<file path="src/rtl/stopwatch_pkg.sv">
// Shared types and defaults for the MM:SS stopwatch.
// Covers the state encoding, the BCD digit type and the default field maxima.
package stopwatch_pkg;

  localparam int BCD_W       = 4;
  localparam int MIN_MAX_DEF = 59;
  localparam int SEC_MAX_DEF = 59;

  typedef logic [BCD_W-1:0] bcd_t;

  typedef enum logic [1:0] {
    RUN    = 2'd0,
    PAUSED = 2'd1,
    ADJUST = 2'd2
  } sw_state_e;

endpackage

</file>
<file path="src/rtl/stopwatch_counter_if.sv">
// Control/display bundle between the stopwatch and its environment.
// The optional blink port pair is present only when STOPWATCH_BLINK_EN is defined.
interface stopwatch_counter_if;
  import stopwatch_pkg::*;

  logic clk_1hz;
  logic clk_2hz;
  logic pause_btn;
  logic adj;
  logic sel;
  bcd_t min_tens;
  bcd_t min_ones;
  bcd_t sec_tens;
  bcd_t sec_ones;
  logic paused;
  logic adjusting;
`ifdef STOPWATCH_BLINK_EN
  logic       clk_blink;
  logic [3:0] blank;
`endif

  modport master (
    output clk_1hz, clk_2hz, pause_btn, adj, sel,
`ifdef STOPWATCH_BLINK_EN
    output clk_blink,
    input  blank,
`endif
    input  min_tens, min_ones, sec_tens, sec_ones, paused, adjusting
  );

  modport slave (
    input  clk_1hz, clk_2hz, pause_btn, adj, sel,
`ifdef STOPWATCH_BLINK_EN
    input  clk_blink,
    output blank,
`endif
    output min_tens, min_ones, sec_tens, sec_ones, paused, adjusting
  );

endinterface

</file>
<file path="src/rtl/stopwatch_counter_bcd2.sv">
// Two-digit BCD counter 00..MAX; inc advances by one, wrapping MAX->00.
// carry is combinational and pulses in the cycle the wrap is taken.
module bcd2_counter
  import stopwatch_pkg::*;
#(
  parameter int MAX = 59
) (
  input  logic clk_in,
  input  logic rst,
  input  logic inc,
  output bcd_t tens,
  output bcd_t ones,
  output logic carry
);

  localparam bcd_t MAX_TENS = BCD_W'(MAX / 10);
  localparam bcd_t MAX_ONES = BCD_W'(MAX % 10);

  bcd_t tens_q, tens_d;
  bcd_t ones_q, ones_d;

  always_comb begin
    tens_d = tens_q;
    ones_d = ones_q;
    carry  = 1'b0;
    if (inc) begin
      if (tens_q == MAX_TENS && ones_q == MAX_ONES) begin
        tens_d = '0;
        ones_d = '0;
        carry  = 1'b1;
      end else if (ones_q == bcd_t'(9)) begin
        ones_d = '0;
        tens_d = tens_q + bcd_t'(1);
      end else begin
        ones_d = ones_q + bcd_t'(1);
      end
    end
  end

  always_ff @(posedge clk_in) begin
    if (rst) begin
      tens_q <= '0;
      ones_q <= '0;
    end else begin
      tens_q <= tens_d;
      ones_q <= ones_d;
    end
  end

  assign tens = tens_q;
  assign ones = ones_q;

endmodule

</file>
<file path="src/rtl/stopwatch_counter.sv">
// MM:SS BCD stopwatch with run/pause/adjust, clocked by edges of sampled 1 Hz / 2 Hz levels.
// Optional blink blanking of the adjusted field under STOPWATCH_BLINK_EN.
module stopwatch_counter
  import stopwatch_pkg::*;
#(
  parameter int MIN_MAX = MIN_MAX_DEF,
  parameter int SEC_MAX = SEC_MAX_DEF
) (
  input logic                clk_in,
  input logic                rst,
  stopwatch_counter_if.slave sw
);

  logic      s1_q, s1_d;
  logic      s2_q, s2_d;
  logic      pause_q, pause_d;
  logic      adjusting_q, adjusting_d;
  sw_state_e state_q, state_d;
  logic      tick_1, tick_2;
  logic      sec_inc, min_inc;
  logic      sec_carry, min_carry_unused;

  always_comb begin
    s1_d        = sw.clk_1hz;
    s2_d        = sw.clk_2hz;
    tick_1      = sw.clk_1hz & ~s1_q;
    tick_2      = sw.clk_2hz & ~s2_q;
    pause_d     = pause_q ^ sw.pause_btn;
    // adj outranks the pause toggle; the flag still flips underneath ADJUST
    state_d     = sw.adj ? ADJUST : (pause_d ? PAUSED : RUN);
    adjusting_d = (state_d == ADJUST);
    sec_inc     = 1'b0;
    min_inc     = 1'b0;
    unique case (state_q)
      RUN: begin
        sec_inc = tick_1;
        min_inc = sec_carry;
      end
      ADJUST: begin
        sec_inc = tick_2 & sw.sel;
        min_inc = tick_2 & ~sw.sel;
      end
      default: ;
    endcase
  end

  always_ff @(posedge clk_in) begin
    if (rst) begin
      s1_q        <= 1'b1;
      s2_q        <= 1'b1;
      pause_q     <= 1'b0;
      adjusting_q <= 1'b0;
      state_q     <= RUN;
    end else begin
      s1_q        <= s1_d;
      s2_q        <= s2_d;
      pause_q     <= pause_d;
      adjusting_q <= adjusting_d;
      state_q     <= state_d;
    end
  end

  bcd2_counter #(.MAX(SEC_MAX)) u_sec (
    .clk_in (clk_in),
    .rst    (rst),
    .inc    (sec_inc),
    .tens   (sw.sec_tens),
    .ones   (sw.sec_ones),
    .carry  (sec_carry)
  );

  bcd2_counter #(.MAX(MIN_MAX)) u_min (
    .clk_in (clk_in),
    .rst    (rst),
    .inc    (min_inc),
    .tens   (sw.min_tens),
    .ones   (sw.min_ones),
    .carry  (min_carry_unused)
  );

  assign sw.paused    = pause_q;
  assign sw.adjusting = adjusting_q;

`ifdef STOPWATCH_BLINK_EN
  logic [3:0] blank_q, blank_d;

  always_comb begin
    blank_d = 4'b0000;
    if (state_q == ADJUST) begin
      blank_d = sw.sel ? {2'b00, {2{sw.clk_blink}}} : {{2{sw.clk_blink}}, 2'b00};
    end
  end

  always_ff @(posedge clk_in) begin
    if (rst) blank_q <= 4'b0000;
    else     blank_q <= blank_d;
  end

  assign sw.blank = blank_q;
`endif

endmodule

</file>
<file path="src/flat_wrapper.sv">
// flat-port wrapper written by rule: the top's interface ports become plain ports
module stopwatch_counter_flat import stopwatch_pkg::*;
#(
  parameter int MIN_MAX = MIN_MAX_DEF,
  parameter int SEC_MAX = SEC_MAX_DEF
)
  (clk_in, rst, sw_clk_1hz, sw_clk_2hz, sw_pause_btn, sw_adj, sw_sel, sw_min_tens, sw_min_ones, sw_sec_tens, sw_sec_ones, sw_paused, sw_adjusting);
  stopwatch_counter_if sw_i ();
  input logic clk_in;
  input logic rst;
  input wire logic [$bits(sw_i.clk_1hz)-1:0] sw_clk_1hz;
  input wire logic [$bits(sw_i.clk_2hz)-1:0] sw_clk_2hz;
  input wire logic [$bits(sw_i.pause_btn)-1:0] sw_pause_btn;
  input wire logic [$bits(sw_i.adj)-1:0] sw_adj;
  input wire logic [$bits(sw_i.sel)-1:0] sw_sel;
  output wire logic [$bits(sw_i.min_tens)-1:0] sw_min_tens;
  output wire logic [$bits(sw_i.min_ones)-1:0] sw_min_ones;
  output wire logic [$bits(sw_i.sec_tens)-1:0] sw_sec_tens;
  output wire logic [$bits(sw_i.sec_ones)-1:0] sw_sec_ones;
  output wire logic [$bits(sw_i.paused)-1:0] sw_paused;
  output wire logic [$bits(sw_i.adjusting)-1:0] sw_adjusting;
  assign sw_i.clk_1hz = sw_clk_1hz;
  assign sw_i.clk_2hz = sw_clk_2hz;
  assign sw_i.pause_btn = sw_pause_btn;
  assign sw_i.adj = sw_adj;
  assign sw_i.sel = sw_sel;
  assign sw_min_tens = sw_i.min_tens;
  assign sw_min_ones = sw_i.min_ones;
  assign sw_sec_tens = sw_i.sec_tens;
  assign sw_sec_ones = sw_i.sec_ones;
  assign sw_paused = sw_i.paused;
  assign sw_adjusting = sw_i.adjusting;
  stopwatch_counter #(.MIN_MAX(MIN_MAX), .SEC_MAX(SEC_MAX)) u_core (.clk_in(clk_in), .rst(rst), .sw(sw_i));
endmodule
</file>
<file path="config.mk">
export PLATFORM = sky130hd
export DESIGN_NAME = stopwatch_counter_flat
export DESIGN_NICKNAME = d
export VERILOG_FILES = /design/src/rtl/stopwatch_pkg.sv /design/src/rtl/stopwatch_counter_if.sv /design/src/rtl/stopwatch_counter_bcd2.sv /design/src/rtl/stopwatch_counter.sv /design/src/flat_wrapper.sv
export SDC_FILE = /design/constraint.sdc
export NUM_CORES = 1
export LEC_CHECK = 0
export ABC_AREA = 1
export BUFFER_PORTS_ARGS = -buffer_cell sky130_fd_sc_hd__buf_4
export CORE_MARGIN = 4
export CORE_UTILIZATION = 47
export DETAILED_ROUTE_END_ITERATION = 6
export PLACE_DENSITY = 0.69
export SYNTH_ARGS = -nofsm -noshare
export SYNTH_HDL_FRONTEND = slang
export SYNTH_SLANG_ARGS = --single-unit
</file>
<file path="constraint.sdc">
create_clock -name clk_in -period 1.35 [get_ports clk_in]
set_clock_uncertainty 0.2 [all_clocks]
set_input_delay 0.405 -clock clk_in [delete_from_list [all_inputs] [get_ports clk_in]]
set_output_delay 0.405 -clock clk_in [all_outputs]
set_load 0.005 [all_outputs]
</file>
After elaboration in Yosys (flattened, before gate mapping)

Cells that the tools add are included.

$add $sub $neg: 4
Equal/unequal tests: 6
Muxes and demuxes: 14
Bitwise gates (word level): 8
Reduce and logical (&&, ||, !) cells: 7

Operators by type and width:

| cell                                                 | number |
|---|---|
| two-way mux 4 bit                                    | 8 |
| adder 4 x 1 -> 4 bit (second input constant)         | 4 |
| equality test 4 x 3 -> 1 bit (second input constant) | 2 |
| equality test 4 bit (second input constant)          | 2 |
| AND 1 bit                                            | 4 |
| equality test 2 bit (second input constant)          | 2 |
| case mux 1 bit (2 select lines)                      | 2 |
| AND reduction 2 bit                                  | 2 |
| nonzero test 2 bit                                   | 2 |
| two-way mux 1 bit                                    | 3 |
| NOT 1 bit                                            | 3 |
| logical AND 1 bit                                    | 2 |
| zero test 2 bit                                      | 1 |
| two-way mux 2 bit                                    | 1 |
| XOR 1 bit                                            | 1 |

Bits in registers: 22
Input port bits: 7
Output and inout bits: 18
Logic and storage cells: 48

Longest topological paths before layout

Gate-level depths: netlist of the first run.

Word-level depth: 7
Gate-level depth with buffers: 12
Mapped depth without buffers: 12

By module

Synthesis of the first run repeated with hierarchy kept, for this count alone.

Cell total of the unflattened synthesis: 164
Area, all modules: 1,152.4 µm²

Modules (own cells, without submodules):

| module                       | instances | cells each | area an instance (µm²) | seq. area each (µm²) |
|---|---|---|---|---|
| bcd2_counter at u_core.u_sec | 1         | 67         | 475.5                  | 160.2 |
| bcd2_counter at u_core.u_min | 1         | 66         | 449.2                  | 160.2 |
| stopwatch_counter            | 1         | 31         | 227.7                  | 120.1 |

Worst setup path after synthesis of the first run

No wires, ideal clock.

Path type: reg2reg
Start point: register u_core.u_sec.tens_q[0], in the netlist u_core.u_sec.tens[0]
End point: register u_core.u_min.tens_q[1], in the netlist u_core.u_min.tens[1]
Library setup time: 0.113 ns
Arrival time: 1.242 ns
Data required time: 1.037 ns
Path slack: -0.204 ns
Cell stages (with the launch flop): 11
Path buffers: 0
Period minus slack after synthesis: 1.554 ns
Path through: dfxtp_1 ha_1 inv_1 nor2_1 nand3_1 nor2_4 nand2_4 nand2_8 nand2_4 nor2_1 nor2_1

Word-level cells in the longest chain between the ends: 6

Ends and longest elaborated chain:

| what                            | RTL line                     | text |
|---|---|---|
| from (decl)                     | stopwatch_counter_bcd2.sv:19 | `bcd_t tens_q, tens_d;` |
| from (signal assigned)          | stopwatch_counter_bcd2.sv:45 | `tens_q <= tens_d;` |
| equality test 4 x 3 -> 1 bit    | stopwatch_counter_bcd2.sv:27 | `if (tens_q == MAX_TENS && ones_q == MAX_ONES) begin` |
| logical AND 1 bit               | stopwatch_counter_bcd2.sv:27 |  |
| two-way mux 1 bit               | stopwatch_counter_bcd2.sv:27 |  |
| two-way mux 1 bit               | stopwatch_counter_bcd2.sv:26 | `if (inc) begin` |
| case mux 1 bit (2 select lines) | stopwatch_counter.sv:34      | `unique case (state_q)` |
| AND reduction 2 bit (no line)   | -                            |  |
| to (signal assigned)            | stopwatch_counter_bcd2.sv:45 |  |
| to (decl)                       | stopwatch_counter_bcd2.sv:19 |  |

No other way between the ends.
A chain may end at the register's enable or synchronous reset.

Worst setup path in the final report of the first run

Start point: register u_core.u_sec.tens_q[1], in the netlist u_core.u_sec.tens[1]
End point: register u_core.u_min.tens_q[1], in the netlist u_core.u_min.tens[1]

Same word-level chain as after synthesis.

==> impl_metrics.yaml, run 1 <==
status:
  outcome: "finished with violations"
  violations: "setup timing"
route:
  wl_per_cell_um: 15.2
  drt-initial-drc-count: 27
  drc: 0
  vias: 1268
  viasPerCell: 5.22
  first_pass_iters: 4
  postRouteAntennaNets: 0
  finalWirelength_um: 3690
timing:
  fin_ws_ps: -312
  rsz0062_at_grt: "true"
  setup_tns_ps: -4420
  fin_crit_ps: 1660
  tightest_slew_ps: 358
  fin_crit_sh_pct: 123
  worst_hold_slack_ps: 37.7
  slew_violations: 0
  hold_viol_final: 0
  timing.fmax_mhz: 602
  slew_headroom_pct: 76.1
  finalSetupViolations: 34
critical_path:
  cp_top_family: "simple AND/OR/NAND/NOR gates"
  slowest_stage: "dfxtp_2"
  path_class: "register to register"
  rr_worst_depth: 12
  critPathArrivalTime_ps: 1720
  r2r_slack_ps: -310
  timing.rr.end: "u_core.u_min.tens[1]$_SDFFE_PP0P_"
  crit_required_ps: 1400
  r2r-start: "u_core.u_sec.tens[1]$_SDFFE_PP0P_"
  cp-start-kind: "register"
  cpPeakStageDelay_ps: 340
  cp-end-kind: "register"
  cp_num_cells: 12
  cp.buffers_inverters: 2
  crit_fanout: 5
  crit_chain: "inv_2, ha_4, inv_2, nor2_4, nand3_2, nor2_4, nand2_4, nand2_8, nand2_8, nand2_2, nand2_2, nor2_1"
global_routing:
  track_usage_pct: 21.1
  grt-ovfl-total: 0
  grt_max_degree: 12
  antenna_found_initial: 0
  grt_pass1_vias: 1272
  grt_pass1_wl_um: 5400
flow_run:
  cap_violations: 0
floorplanning:
  core_um2: 2250
  die_w_um: 57.0
  io_pins: 25
  die_y_um: 57.0
  start_util_pct: 50.1
  dieArea_um2: 3250
  rows: 17
yosys:
  syn_nets: 160
  synth-seq-cells: 22
  seq_area_frac_synth_pct: 39.0
  postSynthCellCount: 147
  synth.distinct_cells: 30
  synth_area_um2: 1130
  synth_area_per_cell_um2: 7.69
  synth_warnings: 0
hold_path:
  hold_class: "input port to register"
  hold_path_depth: 2
  min_from: "sw_adj"
  min_to: "u_core.state_q[0]$_SDFF_PP0_"
placed_design:
  place_congestion: 0.754
  placed_area_um2: 1500
  port_buffers: 24
  place_hpwl_um: 1800
power_and_ir_drop:
  p_switching_uw: 285
  p_leak_uw: 0.000872
  power_density_nw_per_um2: 564
  power_frac_comb_pct: 13.4
  p_clk_share_pct: 27.0
  switching_share_pct: 25.3
  internal-power_uw: 842
  irDropWorstVdd_mv: 0.751
  pwr-share-seq_pct: 59.6
finish:
  antennaDiodeCount: 0
  syn_to_final_growth_pct: 77.0
  final_cell_area_um2: 2000
  layout_common_cells: "37 x buf_4, 28 x buf_6, 19 x nand2_1, 13 x inv_1, 13 x dfxtp_2"
  layout_commonest_cell: "buf_4"
  nNetsFinal: 230
  final_layout_size_suffix_gt1_share_pct: 61.9
cts:
  clock_latency_ps: 320
  clockBufferDepth: 2
  clock-root-buffer: "clkbuf_4"
  cts_buffers: 3
  clock-sinks: 22
  cts.clk_slew.worst_paths_ps: 120
  cts_tree: "yes"
  cts_htree_levels: 1
[layer usage]
layer	global-route usage [%]	share of wire, %	routed length (µm)	vias to the layer above
met5	0	0	0	-
met1	22.7	38	1380	595
li1	-	-	-	611
met3	4.75	5.2	190	18
met2	38.8	52	1930	44
met4	9.60	4.9	182	0
[cell usage after synthesis]
| library cell | number | share of area [%] |
|---|---|---|
| and3_1 | 1 | 0.55 |
| nand4_1 | 2 | 1.1 |
| nand2_1 | 24 | 8.0 |
| xor2_1 | 2 | 1.6 |
| nor3b_2 | 1 | 1.1 |
| inv_2 | 2 | 0.66 |
| nor2_1 | 17 | 5.6 |
| nor2_2 | 1 | 0.55 |
| a21oi_2 | 1 | 0.78 |
| or2_2 | 1 | 0.55 |
| o21ai_1 | 1 | 0.44 |
| nand2_4 | 4 | 4.0 |
| or2_0 | 1 | 0.55 |
| nand2_2 | 1 | 0.55 |
| xnor2_1 | 2 | 1.6 |
| a31o_2 | 1 | 0.78 |
| a21oi_1 | 9 | 4.0 |
| nand3_1 | 12 | 5.3 |
| dfxtp_1 | 22 | 39 |
| nand3_2 | 1 | 0.89 |
| inv_1 | 20 | 6.6 |
| nand2_8 | 1 | 1.8 |
| o21ai_2 | 1 | 0.78 |
| o21ai_0 | 4 | 1.8 |
| nor3_1 | 5 | 2.2 |
| nand3b_1 | 1 | 0.66 |
| ha_1 | 6 | 6.6 |
| clkbuf_1 | 1 | 0.33 |
| a211oi_1 | 1 | 0.66 |
| nor2_4 | 1 | 1.0 |
[power by group through the flow]
stage          registers [µW]  logic, µW  clock network [µW]
2_1_floorplan             689       47.0                   0
3_3_place_gp              687       99.8                   0
3_5_place_dp              688        102                   0
4_1_cts                   676        133                 297
5_1_grt                   673        164                 338
6_report                  671        151                 305
[stage by stage]
step,worst slack (ps),util [%],total power (µW),std cells
finish,-312,88.7,1130,243
detailed placement,-211,66.6,790,216
global placement,-188,66.6,787,216
CTS,-177,81.9,1110,236
floorplan,-147,-,736,147
global route,-371,88.7,1180,243
[timing repair]
item,4_1_cts,5_1_grt
gates resized for setup,59,27
endpoints found under the hold margin,0,0
setup buffers,18,6
gates cloned,0,1
pin swaps,5,18
setup endpoints to repair,34,34
hold buffers,0,0
[logic make-up (layout without fill, tap and decap cells)]
logic type | after synthesis | in the layout | synth area share [%]
simple gates | 74 | 75 | 34.4
xor+xnor | 4 | 4 | 3.10
buf+inv | 23 | 90 | 7.64
compound gates | 18 | 18 | 9.19
fa+ha+maj | 6 | 6 | 6.64
flops | 22 | 22 | 39.0
[worst max-delay path by stage]
stage,startpoint,end,slack (ps)
CTS,u_core.u_sec.tens[1]$_SDFFE_PP0P_,u_core.u_min.tens[1]$_SDFFE_PP0P_,-180
floorplan,u_core.u_sec.tens[0]$_SDFFE_PP0P_,u_core.u_min.tens[1]$_SDFFE_PP0P_,-150
global route,u_core.u_sec.tens[1]$_SDFFE_PP0P_,u_core.u_min.tens[1]$_SDFFE_PP0P_,-370
global placement,sw_clk_1hz,u_core.u_sec.tens[0]$_SDFFE_PP0P_,-190
finish,u_core.u_sec.tens[1]$_SDFFE_PP0P_,u_core.u_min.tens[1]$_SDFFE_PP0P_,-310
detailed placement,sw_clk_1hz,u_core.u_sec.tens[0]$_SDFFE_PP0P_,-210
[registers in the layout (all words and copies together), names as in the netlist]
register	count
u_core.sw.paused	1
u_core.sw.adjusting	1
u_core.u_min.tens	4
u_core.u_sec.ones	4
u_core.state_q	2
u_core.s2_q	1
u_core.u_min.ones	4
u_core.u_sec.tens	4
u_core.s1_q	1
[cell type report]
type                       count  area (µm²)
clock buffer                   3        22.5
fill                         104         255
inverter                      22        87.6
sequential                    22         479
multi-input combinational    103         782
tap                           28        35.0
timing repair buffer          65         593
[worst register-to-register path, stage by stage (launching register included)]
cell and delay, ps:
dfxtp_2 340, inv_2 60, ha_4 120, inv_2 40, nor2_4 100, nand3_2 90
nor2_4 130, nand2_4 90, nand2_8 100, nand2_8 70, nand2_2 80, nand2_2 50
nor2_1 130
Power figures use the tool's default switching activity.
==> run 2, diff against run 1 <==
Settings changed: SKIP_LAST_GASP from default to 1.
==> run 2 against run 1 <==
The flow still finishes with violations (setup timing). Sequential share of layout area barely moved. Fmax fell by 3.2%. Via count up 1.7%. Die area unchanged. Hold slack better by 2.3 ps. Final area shrank 0.13%.
==> impl_metrics.yaml, run 2 (same netlist as run 1, synthesis figures left out) <==
status:
  outcome: "finished with violations"
  violations: "setup timing"
finish:
  final_cell_area_um2: 2000
  antennaDiodeCount: 0
  layout_commonest_cell: "buf_4"
  layout_common_cells: "37 x buf_4, 28 x buf_6, 20 x nand2_1, 13 x inv_1, 13 x dfxtp_2"
  nNetsFinal: 230
  instances_no_fill: 243
  final_layout_size_suffix_gt1_share_pct: 61.4
  fin_util_pct: 88.6
  syn_to_final_growth_pct: 76.7
placed_design:
  placed_area_um2: 1500
  placed_cells: 216
  place_hpwl_um: 1800
  port_buffers: 24
  place_congestion: 0.754
power_and_ir_drop:
  irDropWorstVdd_mv: 0.753
  p_leak_uw: 0.000871
  power_density_nw_per_um2: 562
cts:
  cts_buffers: 3
  cts_htree_levels: 1
  cts_hold_buf: 0
  clock-sinks: 22
  cts.clk_slew.worst_paths_ps: 120
  cts_tree: "yes"
  clock-root-buffer: "clkbuf_4"
  clockBufferDepth: 2
  clock_latency_ps: 310
global_routing:
  track_usage_pct: 21.1
  grt_pass1_vias: 1272
  grt-ovfl-total: 0
  antenna_found_initial: 0
  grt_pass1_wl_um: 5420
  grt_max_degree: 12
critical_path:
  cp-start-kind: "register"
  crit_required_ps: 1370
  cp-end-kind: "register"
  timing.rr.end: "u_core.u_min.tens[0]$_SDFFE_PP0P_"
  crit_start: "u_core.u_sec.tens[1]$_SDFFE_PP0P_"
  crit_fanout: 5
  r2r_slack_ps: -370
  setup.worst_path.end: "u_core.u_min.tens[0]$_SDFFE_PP0P_"
  r2r-start: "u_core.u_sec.tens[1]$_SDFFE_PP0P_"
  rr_worst_depth: 10
  critPathArrivalTime_ps: 1740
  path_class: "register to register"
floorplanning:
  dieArea_um2: 3250
  core_um2: 2250
  start_util_pct: 50.1
  die_y_um: 57.0
  rows: 17
  die_w_um: 57.0
  io_pins: 25
timing:
  timing.fmax_mhz: 582
  fin_crit_sh_pct: 127
  slew_violations: 0
  fin_ws_ps: -368
  slew_headroom_pct: 75.8
  hold_viol_final: 0
  tightest_slew_ps: 362
  finalSetupViolations: 34
  rsz0062_at_grt: "true"
  fin_crit_ps: 1720
route:
  vias: 1290
  finalWirelength_um: 3740
  wl_per_cell_um: 15.4
  viasPerCell: 5.31
  drc: 0
  postRouteAntennaNets: 0
  drt-initial-drc-count: 41
  first_pass_iters: 4
flow_run:
  cap_violations: 0
hold_path:
  hold_class: "input port to register"
-- run 2: cell counts in the layout (fill, tap and decap cells not counted) --
No cell type changed its count.
-- run 2: where the power goes --
| part | internal (µW) | leakage (µW) | switching (µW) |
|---|---|---|---|
| Clock | 104 | 0.0000138 | 197 |
| Combinational | 80.2 | 0.000668 | 68.9 |
| Sequential | 657 | 0.000190 | 15.0 |
| Total | 841 | 0.000871 | 281 |
-- run 2: worst min path at each step --
stage | to | slack (ps) | start | depth (start not counted)
6_report | u_core.state_q[0]$_SDFF_PP0_ | 40 | sw_adj | 2
5_1_grt | u_core.state_q[0]$_SDFF_PP0_ | 20 | sw_adj | 2
3_3_place_gp | u_core.u_min.ones[1]$_SDFFE_PP0P_ | 280 | u_core.u_min.ones[1]$_SDFFE_PP0P_ | 2
2_1_floorplan | u_core.u_min.tens[3]$_SDFFE_PP0P_ | 280 | u_core.u_min.tens[3]$_SDFFE_PP0P_ | 2
4_1_cts | u_core.state_q[0]$_SDFF_PP0_ | 40 | sw_adj | 2
3_5_place_dp | u_core.u_min.ones[2]$_SDFFE_PP0P_ | 290 | u_core.u_min.ones[2]$_SDFFE_PP0P_ | 2
-- run 2: final cells by class --
class	count	area (µm²)
Fill cell	103	258
Inverter	22	87.6
Tap cell	28	35.0
Clock buffer	3	22.5
Sequential cell	22	479
Multi-Input combinational cell	103	779
Timing Repair Buffer	65	593
-- run 2: what timing repair did --
| action | in CTS | in global routing |
|---|---|---|
| cloned | 0 | 1 |
| setup endpoints to repair | 34 | 34 |
| pin swaps | 5 | 18 |
| buffers inserted | 18 | 6 |
| resized for setup | 57 | 28 |
-- run 2: routing by layer --
| metal | track usage [%] | part of all wire, % |
|---|---|---|
| met5 | 0 | 0 |
| met4 | 9.60 | 2.9 |
| met3 | 4.75 | 4.7 |
| met2 | 38.8 | 54 |
| met1 | 22.8 | 38 |
-- run 2: through the flow --
step                      TNS, ps  power, µW  worst slack (ps)  hold slack, ps
after CTS                   -2950       1110              -177            42.7
after floorplan             -1170        736              -147             280
after global routing        -6610       1170              -444            21.3
final                       -4850       1120              -368            40.0
after global placement      -2500        787              -188             285
after detailed placement    -2770        790              -211             294
-- run 2: critical path, stage by stage, from the launching register on --
cell	delay, ps
dfxtp_2	340
inv_2	60
ha_4	110
inv_2	40
nor2_4	130
nand3_2	120
nor2_4	140
nand2_4	90
nand2_8	100
nand3_1	100
a21oi_1	200
